## src/rtl/jalr_pkg.sv

```systemverilog
// Shared types for the JALR resolve tracker.
// Entry layout, port count and tag-width helper.
package jalr_pkg;

  localparam int JALR_AW = 32;
  localparam int RESOLVE_PORTS = 3;

  typedef struct packed {
    logic [JALR_AW-1:0] pc;
    logic               pred_valid;
    logic [JALR_AW-1:0] pred_target;
  } jalr_entry_t;

  function automatic int tag_w(int tags);
    return (tags > 1) ? $clog2(tags) : 1;
  endfunction

endpackage

```

## src/rtl/jalr_entry_table.sv

```systemverilog
// In-flight JALR table: one write port, three combinational reads,
// and a valid vector with per-port clear, set on alloc, and flush.
module jalr_entry_table
  import jalr_pkg::*;
#(
  parameter int TAGS = 32,
  localparam int TAG_W = tag_w(TAGS)
) (
  input  logic                     clk,
  input  logic                     reset,
  input  logic                     wr_en,
  input  logic [TAG_W-1:0]         wr_tag,
  input  jalr_entry_t              wr_data,
  input  logic [RESOLVE_PORTS-1:0] clr_en,
  input  logic [TAG_W-1:0]         clr_tag [RESOLVE_PORTS],
  input  logic                     flush,
  input  logic [TAG_W-1:0]         rd_tag [RESOLVE_PORTS],
  output jalr_entry_t              rd_data [RESOLVE_PORTS],
  output logic [RESOLVE_PORTS-1:0] rd_valid
);

  jalr_entry_t     mem [TAGS];
  logic [TAGS-1:0] valid;
  logic [TAGS-1:0] valid_nxt;

  always_ff @(posedge clk) begin
    if (wr_en && !flush) mem[wr_tag] <= wr_data;
  end

  // Alloc wins over a same-cycle clear; flush beats both.
  always_comb begin
    valid_nxt = valid;
    for (int k = 0; k < RESOLVE_PORTS; k++) begin
      if (clr_en[k]) valid_nxt[clr_tag[k]] = 1'b0;
    end
    if (wr_en) valid_nxt[wr_tag] = 1'b1;
    if (flush) valid_nxt = '0;
  end

  always_ff @(posedge clk or negedge reset) begin
    if (!reset) valid <= '0;
    else        valid <= valid_nxt;
  end

  always_comb begin
    for (int k = 0; k < RESOLVE_PORTS; k++) begin
      rd_data[k]  = mem[rd_tag[k]];
      rd_valid[k] = valid[rd_tag[k]];
    end
  end

endmodule

```

## src/rtl/jalr_resolve_tracker.sv

```systemverilog
// JALR target check against fetch-time prediction, three resolve ports.
// Optional saturating counters under JALR_TRACKER_STATS_EN.
module jalr_resolve_tracker
  import jalr_pkg::*;
#(
  parameter int ADDR_WIDTH = JALR_AW,
  parameter int TAGS = 32,
  localparam int TAG_W = tag_w(TAGS)
) (
  input  logic                  clk,
  input  logic                  reset,
  input  logic                  alloc_valid_i,
  input  logic [TAG_W-1:0]      alloc_tag_i,
  input  logic [ADDR_WIDTH-1:0] alloc_pc_i,
  input  logic                  alloc_pred_valid_i,
  input  logic [ADDR_WIDTH-1:0] alloc_pred_target_i,
  input  logic                  resolve_valid_i_0,
  input  logic [TAG_W-1:0]      resolve_tag_i_0,
  input  logic [ADDR_WIDTH-1:0] resolve_target_i_0,
  input  logic                  resolve_valid_i_1,
  input  logic [TAG_W-1:0]      resolve_tag_i_1,
  input  logic [ADDR_WIDTH-1:0] resolve_target_i_1,
  input  logic                  resolve_valid_i_2,
  input  logic [TAG_W-1:0]      resolve_tag_i_2,
  input  logic [ADDR_WIDTH-1:0] resolve_target_i_2,
  input  logic                  flush_i,
  output logic [ADDR_WIDTH-1:0] update_prediction_pc_0,
  output logic [ADDR_WIDTH-1:0] update_prediction_pc_1,
  output logic [ADDR_WIDTH-1:0] update_prediction_pc_2,
  output logic                  update_prediction_valid_o_0,
  output logic                  update_prediction_valid_o_1,
  output logic                  update_prediction_valid_o_2,
  output logic                  misprediction_0,
  output logic                  misprediction_1,
  output logic                  misprediction_2,
  output logic [ADDR_WIDTH-1:0] correct_pc_0,
  output logic [ADDR_WIDTH-1:0] correct_pc_1,
  output logic [ADDR_WIDTH-1:0] correct_pc_2,
  output logic                  redirect_valid_o,
  output logic [ADDR_WIDTH-1:0] redirect_pc_o,
`ifdef JALR_TRACKER_STATS_EN
  output logic [31:0]           stat_resolved_o,
  output logic [31:0]           stat_mispredicted_o,
`endif
  output logic                  resolve_err_o
);

  localparam int RP = RESOLVE_PORTS;

  logic [RP-1:0]         rv;
  logic [TAG_W-1:0]      rt  [RP];
  logic [ADDR_WIDTH-1:0] rtg [RP];
  jalr_entry_t           rd  [RP];
  logic [RP-1:0]         rd_valid;
  logic [RP-1:0]         dup, acc, bad, mis;
  jalr_entry_t           wr_data;

  assign rv     = {resolve_valid_i_2, resolve_valid_i_1, resolve_valid_i_0};
  assign rt[0]  = resolve_tag_i_0;
  assign rt[1]  = resolve_tag_i_1;
  assign rt[2]  = resolve_tag_i_2;
  assign rtg[0] = resolve_target_i_0;
  assign rtg[1] = resolve_target_i_1;
  assign rtg[2] = resolve_target_i_2;

  assign wr_data.pc          = alloc_pc_i;
  assign wr_data.pred_valid  = alloc_pred_valid_i;
  assign wr_data.pred_target = alloc_pred_target_i;

  jalr_entry_table #(.TAGS(TAGS)) u_table (
    .clk      (clk),
    .reset    (reset),
    .wr_en    (alloc_valid_i),
    .wr_tag   (alloc_tag_i),
    .wr_data  (wr_data),
    .clr_en   (acc),
    .clr_tag  (rt),
    .flush    (flush_i),
    .rd_tag   (rt),
    .rd_data  (rd),
    .rd_valid (rd_valid)
  );

  // Higher ports carrying a tag already claimed this cycle are ignored.
  always_comb begin
    for (int k = 0; k < RP; k++) begin
      dup[k] = 1'b0;
      for (int j = 0; j < k; j++) begin
        if (rv[j] && rt[j] == rt[k]) dup[k] = 1'b1;
      end
      acc[k] = rv[k] && !dup[k] && rd_valid[k] && !flush_i;
      bad[k] = rv[k] && !dup[k] && !rd_valid[k] && !flush_i;
      mis[k] = acc[k] &&
               (!rd[k].pred_valid || rd[k].pred_target != rtg[k]);
    end
  end

  logic [ADDR_WIDTH-1:0] rdr_pc_nxt;

  always_comb begin
    rdr_pc_nxt = '0;
    for (int k = RP - 1; k >= 0; k--) begin
      if (mis[k]) rdr_pc_nxt = rtg[k];
    end
  end

  logic [RP-1:0]         upd_v, upd_m;
  logic [ADDR_WIDTH-1:0] upd_pc [RP];
  logic [ADDR_WIDTH-1:0] upd_c  [RP];
  logic                  rdr_v;
  logic [ADDR_WIDTH-1:0] rdr_pc;
  logic                  err;

  always_ff @(posedge clk or negedge reset) begin
    if (!reset) begin
      upd_v  <= '0;
      upd_m  <= '0;
      upd_pc <= '{default: '0};
      upd_c  <= '{default: '0};
      rdr_v  <= 1'b0;
      rdr_pc <= '0;
      err    <= 1'b0;
    end else begin
      upd_v <= acc;
      upd_m <= mis;
      for (int k = 0; k < RP; k++) begin
        upd_pc[k] <= acc[k] ? rd[k].pc + ADDR_WIDTH'(4) : '0;
        upd_c[k]  <= acc[k] ? rtg[k] : '0;
      end
      rdr_v  <= |mis;
      rdr_pc <= rdr_pc_nxt;
      err    <= err | (|bad);
    end
  end

  assign update_prediction_valid_o_0 = upd_v[0];
  assign update_prediction_valid_o_1 = upd_v[1];
  assign update_prediction_valid_o_2 = upd_v[2];
  assign misprediction_0             = upd_m[0];
  assign misprediction_1             = upd_m[1];
  assign misprediction_2             = upd_m[2];
  assign update_prediction_pc_0      = upd_pc[0];
  assign update_prediction_pc_1      = upd_pc[1];
  assign update_prediction_pc_2      = upd_pc[2];
  assign correct_pc_0                = upd_c[0];
  assign correct_pc_1                = upd_c[1];
  assign correct_pc_2                = upd_c[2];
  assign redirect_valid_o            = rdr_v;
  assign redirect_pc_o               = rdr_pc;
  assign resolve_err_o               = err;

`ifdef JALR_TRACKER_STATS_EN
  function automatic logic [31:0] sat_add(logic [31:0] a, logic [1:0] b);
    logic [32:0] s;
    s = {1'b0, a} + {31'b0, b};
    return s[32] ? '1 : s[31:0];
  endfunction

  logic [1:0]  n_acc, n_mis;
  logic [31:0] st_res, st_mis;

  always_comb begin
    n_acc = '0;
    n_mis = '0;
    for (int k = 0; k < RP; k++) begin
      n_acc = n_acc + 2'(acc[k]);
      n_mis = n_mis + 2'(mis[k]);
    end
  end

  always_ff @(posedge clk or negedge reset) begin
    if (!reset) begin
      st_res <= '0;
      st_mis <= '0;
    end else begin
      st_res <= sat_add(st_res, n_acc);
      st_mis <= sat_add(st_mis, n_mis);
    end
  end

  assign stat_resolved_o     = st_res;
  assign stat_mispredicted_o = st_mis;
`endif

endmodule

```

## config.mk

```make
export PLATFORM = sky130hd
export DESIGN_NAME = jalr_resolve_tracker
export DESIGN_NICKNAME = d
export VERILOG_FILES = /design/src/rtl/jalr_pkg.sv /design/src/rtl/jalr_entry_table.sv /design/src/rtl/jalr_resolve_tracker.sv
export SDC_FILE = /design/constraint.sdc
export NUM_CORES = 2
export LEC_CHECK = 0
export CORE_ASPECT_RATIO = 1.2
export CORE_UTILIZATION = 40
export DETAILED_ROUTE_END_ITERATION = 8
export GPL_TIMING_DRIVEN = 1
export HOLD_SLACK_MARGIN = 0.06
export SLEW_MARGIN = 20
export SYNTH_ARGS = -nofsm -noshare
export SYNTH_HDL_FRONTEND = slang
export SYNTH_HIERARCHICAL = 1
export SYNTH_SLANG_ARGS = --single-unit
```

## constraint.sdc

```tcl
create_clock -name clk -period 4.5 [get_ports clk]
set_clock_uncertainty 0.2 [all_clocks]
set_input_delay 1.125 -clock clk [delete_from_list [all_inputs] [get_ports clk]]
set_output_delay 1.125 -clock clk [all_outputs]
set_load 0.005 [all_outputs]
```

==> reports/results.tsv <==
stage	metric	value	unit
outcome	run status	complete, but fails checks	
outcome	violated checks	negative setup slack	
drt	router iterations before antenna repair	6	
floorplan	initial core utilization	40.2	%
yosys	portion of the post-synthesis area used by sequential elements	55.0	%
place	number of I/O port buffers	419	
clock_network	TritonCTS sink count	2344	
yosys	per-instance average area after synthesis	18.8	um^2
place	GPL Wtd Cong	0.955	
yosys	Synth area leader	edfxtp_1	
layout	ratio of cells with drive above 1 in the final layout	44.3	%
critical_path	type of the setup path with the least slack	in -> reg	
critical_path	number of buffers and inverters on the critical path	8	
layout	Syn-to-layout area delta	21.1	%
hold_path	worst hold path class	reg -> reg	
critical_path	data arrival time of the critical path	5.12	ns
yosys	post-synth cell types	57	
yosys	register bit count reported by yosys	2344	
critical_path	cell with the biggest individual delay on the critical path	a2111oi_1	
clock_network	number of buffers inserted during clock tree synthesis	242	
yosys	count of mapped cells out of synthesis	6688	
drt	per-cell via count in the routed design	6.72	
critical_path	sequence of cells on the critical path	buf_8, buf_12, buf_4, buf_12, mux4_2, mux2_2, o22ai_1, a211oi_1, buf_4, o21ai_0, a2111oi_1, buf_4, and4_1, nand2b_1, buf_12, buf_12, a2bb2oi_1	
sta	final worst path period need	4.50	ns
yosys	leading cell types by total area after synthesis	edfxtp_1 50%, mux4_2 30%, dfrtp_1 5.3%	
layout	register cell area after layout	69100	um^2
sta	fin. max-slew vios	0	
clock_network	Root Buffer	clkbuf_16	
critical_path	required time worst endpoint	5.12	ns
critical_path	most frequent cell on the critical path	buf_12	
power_and_ir_drop	pwr/cell area	341	nW/um^2
sta	worst slew slack as a fraction of its limit	22.4	%
yosys	fraction of registers with async set/reset	11.3	%
layout	final core utilization	48.6	%
yosys	Post-synth EDFFs	2080	
critical_path	critical path endpoint category	flop	
place	Placement Setup Slack	-0.979	ns
layout	most common cell after layout, fill and taps aside	edfxtp_1	
floorplan	die area	316000	um^2
floorplan	Floorplan Core Area	313000	um^2
sta	final worst-path cycle share	100	%
yosys	Top FF cell, synth	edfxtp_1	
critical_path	worst r2r dst	u_table/valid[0]	
place	DP HPWL	317000	um
critical_path	critical register-to-register path startpoint	u_table/valid[1]	
sta	final setup slack of the worst path	-0.000966	ns
hold_path	Hold Crit Endpoint	resolve_err_o	
yosys	proportion of netlist area held by the largest area contributor	49.7	%
grt	number of antenna violations at the first check in global routing	43	
clock_network	clk buf depth	4	
layout	most frequent cells in the layout	2080 x edfxtp_1, 1669 x mux4_2, 786 x buf_4	
critical_path	setup slack of the worst register-to-register path	0.40	ns
floorplan	number of top-level pins	420	
clock_network	maximum level of the CTS H-tree	4	
layout	Nets	8006	
yosys	cell area after technology mapping	126000	um^2
clock_network	Clock transition at path regs	0.06	ns
grt	pin count of the biggest net entering global routing	73	
drt	initial DRC count	10900	
power_and_ir_drop	Max VDD drop	0.000334	V
clock_network	clock tree from TritonCTS	done	
floorplan	height of the chip	616	um
grt	wire length of the first global-routing pass	666000	um
drt	# DRC	0	
drt	routed vias	82200	
power_and_ir_drop	total power of the final layout	51.8	mW
layout	combined area of the multi-input logic cells	53900	um^2
drt	Final ANT Viol Nets	0	
critical_path	peak per-stage delay on the critical path	0.56	ns
floorplan	horizontal extent of the die	514	um
drt	Detailed Route WL	481000	um
hold_path	Cells on Worst Hold Path	1	
clock_network	source-to-sink clock delay at the later pin of the worst-skew pair	0.92	ns
job	number of maximum-capacitance constraint violations	0	
drt	average routed wire per standard cell	39.3	um
critical_path	delay-heaviest family, CP	buffers and inverters	
sta	upper clock frequency limit	0.222	GHz
grt	via count of the first global-routing pass	82300	
grt	grt total ovfl	0	
hold_path	Hold Crit Start	resolve_err_o	
yosys	number of nets in the synthesized netlist	6879	
power_and_ir_drop	reported leakage power	50.8	nW
sta	final setup violating endpoints	1	
floorplan	row count	225	
sta	unrepaired setup endpoints after global routing	no	
critical_path	crit-path max FO	18	
sta	Slew @ Worst Pin	1.16	ns
yosys	number of warnings printed during yosys synthesis	6	
grt	global router's overall resource usage	30.2	%
sta	number of hold-slack violations in the final timing report	0	
critical_path	Setup crit start kind	input pin	
layout	number of filler cells placed in the layout	25600	
critical_path	Worst R2R Path Depth	13	
## worst max-delay path by stage
stage / startpoint / cells after the start / endpoint
CTS: resolve_tag_i_0[2] / 17 / redirect_pc_o[20]
floorplan: flush_i / 5 / u_table/mem[13][0]
finish: resolve_tag_i_0[2] / 17 / redirect_pc_o[23]
global placement: resolve_tag_i_0[2] / 17 / redirect_pc_o[3]
global route: resolve_tag_i_1[0] / 18 / redirect_pc_o[0]
detailed placement: resolve_tag_i_0[2] / 17 / redirect_pc_o[20]
## power breakdown
| group | total (mW) | switching [mW] | internal [mW] |
|---|---|---|---|
| logic | 6.83 | 3.61 | 3.21 |
| registers | 24.0 | 0.103 | 23.9 |
| clock network | 21.0 | 9.02 | 12.0 |
## per-stage QoR
step	cells	setup TNS, ns	cell area [um^2]	hold slack [ns]
2_1_floorplan	6688	-1675.53	126000	0.251
3_3_place_gp	11800	-84.55	144000	0.256
3_5_place_dp	11800	-82.51	144000	0.273
4_1_cts	12200	0	152000	0.285
5_1_grt	12200	0	152000	0.299
6_report	12200	-0.000966	152000	0.281
## layer usage
layer  share of wire (%)  track usage, %  vias up
met5               0.031               0        -
met4                 6.0            15.6       26
met3                  11            6.53     1182
met2                  47            47.0     5548
met1                  37            39.8    44100
li1                    -               -    31400
## cell type report
class                   instances  share of cell area [%]
well taps                    4199                    3.45
clock buffers                 279                    4.18
flip-flops and latches       2344                    45.4
multi-input cells            3705                    35.5
clock inverters               169                    1.19
repair buffers               1474                    10.2
inverters                      48                   0.118
diodes                         20                  0.0329
## cells in the mapped netlist (all sizes together) (2+ instances only)
cell type  count
mux4        1669
and4          15
nor3b          4
nand2         92
o22ai        141
a2bb2oi       64
and3          21
a22oi         15
nand2b        10
or3           15
dfrtp        264
xor2          87
nor4          12
inv           48
mux2         320
a21boi        29
edfxtp      2080
nor2b         54
ha             3
nor3          48
xnor2         96
a211oi        58
or2           18
or4            2
a221oi       102
o22a           6
nand4         41
or3b           9
mux2i        303
o211ai        32
and2          82
a21oi         40
a311o          2
nor2         122
o21ai         85
clkbuf       217
and3b          3
buf          374
a221o         11
nand3b        33
nand3         40
a32oi         14
## flip-flops by register name, indices dropped and copies added, names as in the netlist
register / count
update_prediction_pc_1: 32
correct_pc_1: 32
redirect_valid_o: 1
update_prediction_pc_0: 32
update_prediction_pc_2: 32
u_table/valid: 32
correct_pc_2: 32
upd_m: 3
upd_v: 3
resolve_err_o: 1
u_table/mem: 2080
correct_pc_0: 32
redirect_pc_o: 32
## what timing repair did
action | 4_1_cts | 5_1_grt
endpoints found under the hold margin | 39 | 0
resized for setup | 1 | 4
buffers inserted | 0 | 0
setup endpoints to repair | 19 | 2
hold buffers | 1 | 0
## logic make-up after synthesis
| logic type | after synthesis | synth area share [%] |
|---|---|---|
| flip-flops | 2344 | 55.0 |
| multiplexers | 2292 | 35.2 |
| buffers and inverters | 639 | 2.37 |
| AND/OR/NAND/NOR | 623 | 2.70 |
| AO/OA/AOI/OAI | 604 | 3.44 |
| XOR/XNOR | 183 | 1.28 |
| adder cells (fa/ha/maj) | 3 | 0.0299 |
(Power assumes the default switching activity.)
